<file path="src/rtl/addr4u_share_ctrl.sv">
// addr4u_share_ctrl
// Time-shares a single external combinational 4-bit adder (5-bit sum) among
// NREQ requesters. A round-robin arbiter picks one valid requester, the
// operands are held on the adder for SETTLE_CYC cycles, and the sum is
// captured and returned with the requester ID.
//
// Optional feature macro: ADDR_RECHECK_EN
//   defined   - every add is re-executed with swapped operands. A mismatch
//               raises rsp_err and bumps the saturating err_cnt.
//   undefined - single execution; rsp_err and err_cnt are tied to 0.
module addr4u_share_ctrl #(
    parameter int NREQ       = 4,
    parameter int SETTLE_CYC = 1,
    localparam int IDW       = (NREQ > 1) ? $clog2(NREQ) : 1
) (
    input  logic              clk,
    input  logic              rst_n,
    input  logic [NREQ-1:0]   req_valid,
    output logic [NREQ-1:0]   req_ready,
    input  logic [4*NREQ-1:0] req_a,
    input  logic [4*NREQ-1:0] req_b,
    output logic [3:0]        add_a,
    output logic [3:0]        add_b,
    input  logic [4:0]        add_sum,
    output logic              rsp_valid,
    input  logic              rsp_ready,
    output logic [IDW-1:0]    rsp_id,
    output logic [4:0]        rsp_sum,
    output logic              rsp_err,
    output logic [7:0]        err_cnt,
    output logic              busy
);

    localparam int CNTW = $clog2(SETTLE_CYC + 1);
    localparam logic [CNTW-1:0] CNT_LOAD = CNTW'(SETTLE_CYC);

`ifdef ADDR_RECHECK_EN
    typedef enum logic [2:0] {IDLE, SETTLE, CAPTURE, SETTLE2, CHECK, RESP} state_t;
`else
    typedef enum logic [1:0] {IDLE, SETTLE, CAPTURE, RESP} state_t;
`endif

    state_t          state;
    logic [IDW-1:0]  rr_ptr;
    logic [IDW-1:0]  id_r;
    logic [4:0]      sum_r;
    logic [CNTW-1:0] cnt;

    // Arbiter outputs
    logic            found;
    logic [IDW-1:0]  grant_id;
    logic [3:0]      grant_a;
    logic [3:0]      grant_b;
    logic            hi_found;
    logic [IDW-1:0]  hi_id;
    logic            lo_found;
    logic [IDW-1:0]  lo_id;

    // Round-robin pick: lowest valid index at or above rr_ptr, else lowest valid overall
    always_comb begin
        // NOTE: every combinationally assigned signal gets a default first so no latch is inferred.
        hi_found  = 1'b0;
        hi_id     = '0;
        lo_found  = 1'b0;
        lo_id     = '0;
        grant_a   = '0;
        grant_b   = '0;
        req_ready = '0;
        // Scan downwards so the lowest qualifying index is the last one written.
        for (int j = NREQ - 1; j >= 0; j--) begin
            if (req_valid[j]) begin
                lo_found = 1'b1;
                lo_id    = IDW'(j);
                if (IDW'(j) >= rr_ptr) begin
                    hi_found = 1'b1;
                    hi_id    = IDW'(j);
                end
            end
        end
        found    = hi_found | lo_found;
        grant_id = hi_found ? hi_id : lo_id;
        for (int j = 0; j < NREQ; j++) begin
            if (IDW'(j) == grant_id) begin
                grant_a = req_a[4*j +: 4];
                grant_b = req_b[4*j +: 4];
            end
        end
        if (rst_n && state == IDLE && found) begin
            req_ready[grant_id] = 1'b1;
        end
    end

`ifdef ADDR_RECHECK_EN
    logic       rsp_err_r;
    logic [7:0] err_cnt_r;
`endif

    // Sequencer: accept, settle, capture (and optionally re-check), respond
    always_ff @(posedge clk) begin
        // NOTE: reset is synchronous here, so it is only seen on a rising clock edge.
        if (!rst_n) begin
            state  <= IDLE;
            rr_ptr <= '0;
            id_r   <= '0;
            sum_r  <= '0;
            cnt    <= '0;
            add_a  <= '0;
            add_b  <= '0;
`ifdef ADDR_RECHECK_EN
            rsp_err_r <= 1'b0;
            err_cnt_r <= '0;
`endif
        end else begin
            // NOTE: non-blocking assignments make all state update together at the edge, which is what lets the operand swap below read the old values.
            case (state)
                IDLE: begin
                    if (found) begin
                        add_a <= grant_a;
                        add_b <= grant_b;
                        id_r  <= grant_id;
                        cnt   <= CNT_LOAD;
                        state <= SETTLE;
                    end
                end
                SETTLE: begin
                    if (cnt == CNTW'(1)) begin
                        state <= CAPTURE;
                    end else begin
                        cnt <= cnt - 1'b1;
                    end
                end
                CAPTURE: begin
                    sum_r <= add_sum;
`ifdef ADDR_RECHECK_EN
                    add_a <= add_b;
                    add_b <= add_a;
                    cnt   <= CNT_LOAD;
                    state <= SETTLE2;
`else
                    state <= RESP;
`endif
                end
`ifdef ADDR_RECHECK_EN
                SETTLE2: begin
                    if (cnt == CNTW'(1)) begin
                        state <= CHECK;
                    end else begin
                        cnt <= cnt - 1'b1;
                    end
                end
                CHECK: begin
                    rsp_err_r <= (add_sum != sum_r);
                    if (add_sum != sum_r && err_cnt_r != 8'hFF) begin
                        err_cnt_r <= err_cnt_r + 8'd1;
                    end
                    state <= RESP;
                end
`endif
                RESP: begin
                    if (rsp_ready) begin
                        rr_ptr <= (id_r == IDW'(NREQ - 1)) ? '0 : id_r + IDW'(1);
                        state  <= IDLE;
                    end
                end
                default: state <= IDLE;
            endcase
        end
    end

    assign rsp_valid = (state == RESP);
    assign busy      = (state != IDLE);
    assign rsp_id    = id_r;
    assign rsp_sum   = sum_r;

`ifdef ADDR_RECHECK_EN
    assign rsp_err = rsp_err_r;
    assign err_cnt = err_cnt_r;
`else
    assign rsp_err = 1'b0;
    assign err_cnt = '0;
`endif

endmodule

</file>
<file path="config.mk">
export PLATFORM = sky130hd
export DESIGN_NAME = addr4u_share_ctrl
export DESIGN_NICKNAME = d
export VERILOG_FILES = /design/src/rtl/addr4u_share_ctrl.sv
export SDC_FILE = /design/constraint.sdc
export NUM_CORES = 1
export LEC_CHECK = 0
export ABC_CLOCK_PERIOD_IN_PS = 2900
export BUFFER_PORTS_ARGS = -buffer_cell sky130_fd_sc_hd__buf_2
export CORE_ASPECT_RATIO = 1.25
export CORE_MARGIN = 2
export CORE_UTILIZATION = 43
export CTS_CLUSTER_DIAMETER = 150
export DETAILED_ROUTE_END_ITERATION = 6
export GPL_TIMING_DRIVEN = 0
export PLACE_DENSITY = 0.79
export SKIP_CTS_REPAIR_TIMING = 1
export SLEW_MARGIN = 20
export SYNTH_ARGS = -nofsm -noshare
export SYNTH_HDL_FRONTEND = slang
export SYNTH_SLANG_ARGS = --single-unit
</file>
<file path="constraint.sdc">
create_clock -name clk -period 2.9 [get_ports clk]
set_input_delay 0.87 -clock clk [delete_from_list [all_inputs] [get_ports clk]]
set_output_delay 0.87 -clock clk [all_outputs]
set_load 0.01 [all_outputs]
</file>
==> metrics.yaml <==
clock_network:
  clock-sinks: 20
  tritoncts: "done"
  htreeDepth: 1
  cts_max_path_buffers: 2
  root_buffer: "clkbuf_4"
  cts_inserted_buffers: 3
  clock_latency_ns: 0.31
  cts.clk_slew.worst_paths_ns: 0.10
placement:
  placed_area_mm2: 0.00163
  dp_hpwl_um: 2260
  numPortBuffers: 64
  gp_congestion: 0.723
worst_setup_path:
  r2r_cells: 9
  regToRegEndpoint: "add_a[2]$_SDFFE_PN0P_"
  r2r_setup_slack_ns: 1.18
  crit_family: "simple AND/OR/NAND/NOR gates"
  critPathBufInv: 3
  start_kind: "input port"
  reg2reg_from: "state[0]$_SDFFE_PN0P_"
  cp_data_required_time_ns: 2.03
  max_stage_delay_ns: 0.34
  critPathCaptureType: "output port"
  worstSetupPathType: "input port to output port"
  cp_slowest_cell: "nor4_4"
  critPathArrivalTime_ns: 1.98
  critPathMaxFanout: 6
  crit_chain: "buf_4, nor4_4, nand2b_4, nor2_2, nand2b_1, buf_6, nor2_1, buf_2"
yosys:
  ys_top_cells_by_area: "dfxtp_1 (32%), mux2i_1 (19%), o221ai_2 (9.7%), buf_4 (6.0%), ha_1 (6.0%)"
  syn_avg_cell_area_um2: 9.19
  ys_seq_area_frac: 0.323
  synth-seq-cells: 20
  syn-cell-area_mm2: 0.00124
  yosys.area.top_type: "dfxtp_1"
  syn-instance-count: 135
  yosys_warnings: 0
  synth.distinct_cells: 26
  yosys.area.top_type_share: 0.323
floorplan:
  fp.dieH_um: 64.1
  dieArea_mm2: 0.00334
  die_w_um: 52.1
  core-area_mm2: 0.00271
  io_pins: 74
  initial_core_util: 0.459
  core.rowCount: 21
finish:
  drive_gt1_frac: 0.465
  antennaDiodeCount: 0
  area_delta_synth_final_pct: 40.4
  nets: 268
  fillers: 244
  utilization: 0.644
  final_cell_area_mm2: 0.00174
global_routing:
  grt_overflow: 0
  antenna_found_initial: 0
  grt_pass1_wl_um: 4280
  grtUsageTotal: 0.163
  grt_pass1_vias: 1067
  grt_max_degree: 12
power_and_ir_drop:
  power.leakage_nw: 0.883
  pwr-share-comb: 0.471
  finalPower_mw: 1.05
  p_sw_mw: 0.388
  ir_worst_vdd_uv: 375
  power_frac_seq: 0.374
  pwr-share-clk: 0.156
  internal_power_mw: 0.658
  p_per_area_mw_per_mm2: 600
  p_sw_frac: 0.371
route:
  drt_iter0_drc: 13
  antenna_left: 0
  route.vias.total: 1187
  first_pass_iters: 4
  avgRoutedWirePerCell_um: 11.3
  wl_um: 2830
  vias_per_cell: 4.73
  drc: 0
timing:
  totalNegativeSetupSlack_ns: 0
  slew_headroom: 0.646
  period_minus_slack_ns: 2.85
  fmax_mhz: 350
  tightest_slew_ns: 0.530
  layout_worst_path_cycle_share: 0.984
  whs_ns: 0.466
  setup_viol_count_final: 0
  skew_ns: 0.00757
  hold_viol: 0
  slew_viol_final: 0
hold_path:
  hold-path-endpoint: "add_b[3]$_SDFFE_PN0P_"
  min_path_cells: 2
  hold_path.class: "register to register"
  min_from: "add_b[3]$_SDFFE_PN0P_"
flow_run:
  drv_cap: 0
status:
  status: "complete, no violations"
-- layout by cell type, fill, tap and decap left out, types with 2 or more instances in the layout --
cell type,count
clkbuf_4,3
ha_1,6
nor2_1,18
mux2i_1,23
inv_1,8
dfxtp_1,20
buf_6,3
a21oi_1,7
nand2b_1,2
nand2_1,13
conb_1,9
buf_2,63
clkbuf_1,2
o21a_1,2
o221ai_2,8
buf_4,16
-- synth_stat cells --
master    instances
a211oi_1          1
and2_1            1
nand2b_2          1
o22ai_2           1
nand3_1           1
nor3_2            1
clkbuf_1          2
buf_4            10
ha_1              6
o21a_1            2
a21oi_1           7
mux2i_1          23
clkbuf_2          1
dfxtp_1          20
buf_6             2
o221ai_2          8
nor4_2            1
o21ai_0           1
conb_1            1
a222oi_1          1
nor3_1            1
nor2_1           19
nand2b_1          2
nand2_1          13
inv_1             8
nand2_2           1
-- power groups by stage --
stage                     clock network, mW  logic, mW  registers [mW]
final                                 0.163      0.492           0.391
after global routing                  0.181      0.546           0.402
after detailed placement                  0      0.462           0.398
after global placement                    0      0.452           0.397
after floorplan                           0      0.281           0.424
after CTS                             0.165      0.463           0.392
-- flip-flops by register name, summed over array words and instances, names as in the netlist --
signal   cells
cnt          1
rsp_sum      5
state        2
rr_ptr       2
add_a        4
rsp_id       2
add_b        4
-- worst max-delay path by stage --
stage / from / endpoint / slack [ns] / cells past startpoint
CTS: req_valid[1] / req_ready[0] / -0.12 / 7
global placement: req_valid[1] / req_ready[0] / -0.1 / 7
detailed placement: req_valid[1] / req_ready[0] / -0.09 / 7
floorplan: req_valid[1] / req_ready[2] / 0.29 / 6
finish: req_valid[3] / req_ready[2] / 0.05 / 8
global route: req_valid[3] / req_ready[2] / -0.01 / 8
-- routing by layer --
metal | vias to the layer above | global-route usage | part of all wire
li1 | 612 | - | -
met1 | 511 | 0.167 | 0.39
met2 | 59 | 0.293 | 0.48
met3 | 5 | 0.0561 | 0.11
met4 | 0 | 0.0658 | 0.013
met5 | - | 0 | 0
-- through the flow --
step	instances	setup slack (ns)
finish	251	0.0457
floorplan	143	0.287
detailed placement	241	-0.0940
global placement	241	-0.0988
CTS	245	-0.117
global route	251	-0.0128
-- worst register-to-register path: stages, from the launching register on --
cell	delay (ns)
dfxtp_1	0.36
inv_1	0.11
ha_1	0.30
nand2b_4	0.09
nor2_2	0.15
nand2b_1	0.08
buf_6	0.13
buf_4	0.13
buf_4	0.12
o221ai_2	0.17
-- final cells by class --
type                    count  area, um^2  share of cell area
clock buffers               4        36.3              0.0208
well taps                  34        42.5              0.0244
multi-input cells         100         752               0.431
inverters                   8        30.0              0.0172
repair buffers             70         368               0.211
plain buffers              15         114              0.0653
flip-flops and latches     20         400               0.230
-- cell families (layout without fill, tap and decap cells) --
group,after synthesis,count (layout),share of synthesized area
and+or+nand+nor,41,41,0.150
muxes,23,23,0.185
buffers and inverters,23,97,0.113
AOI/OAI and AO/OA,21,21,0.165
DFF,20,20,0.323
adders and majority gates,6,6,0.0605
other,1,9,0.00302
Power figures use the tool's default switching activity.
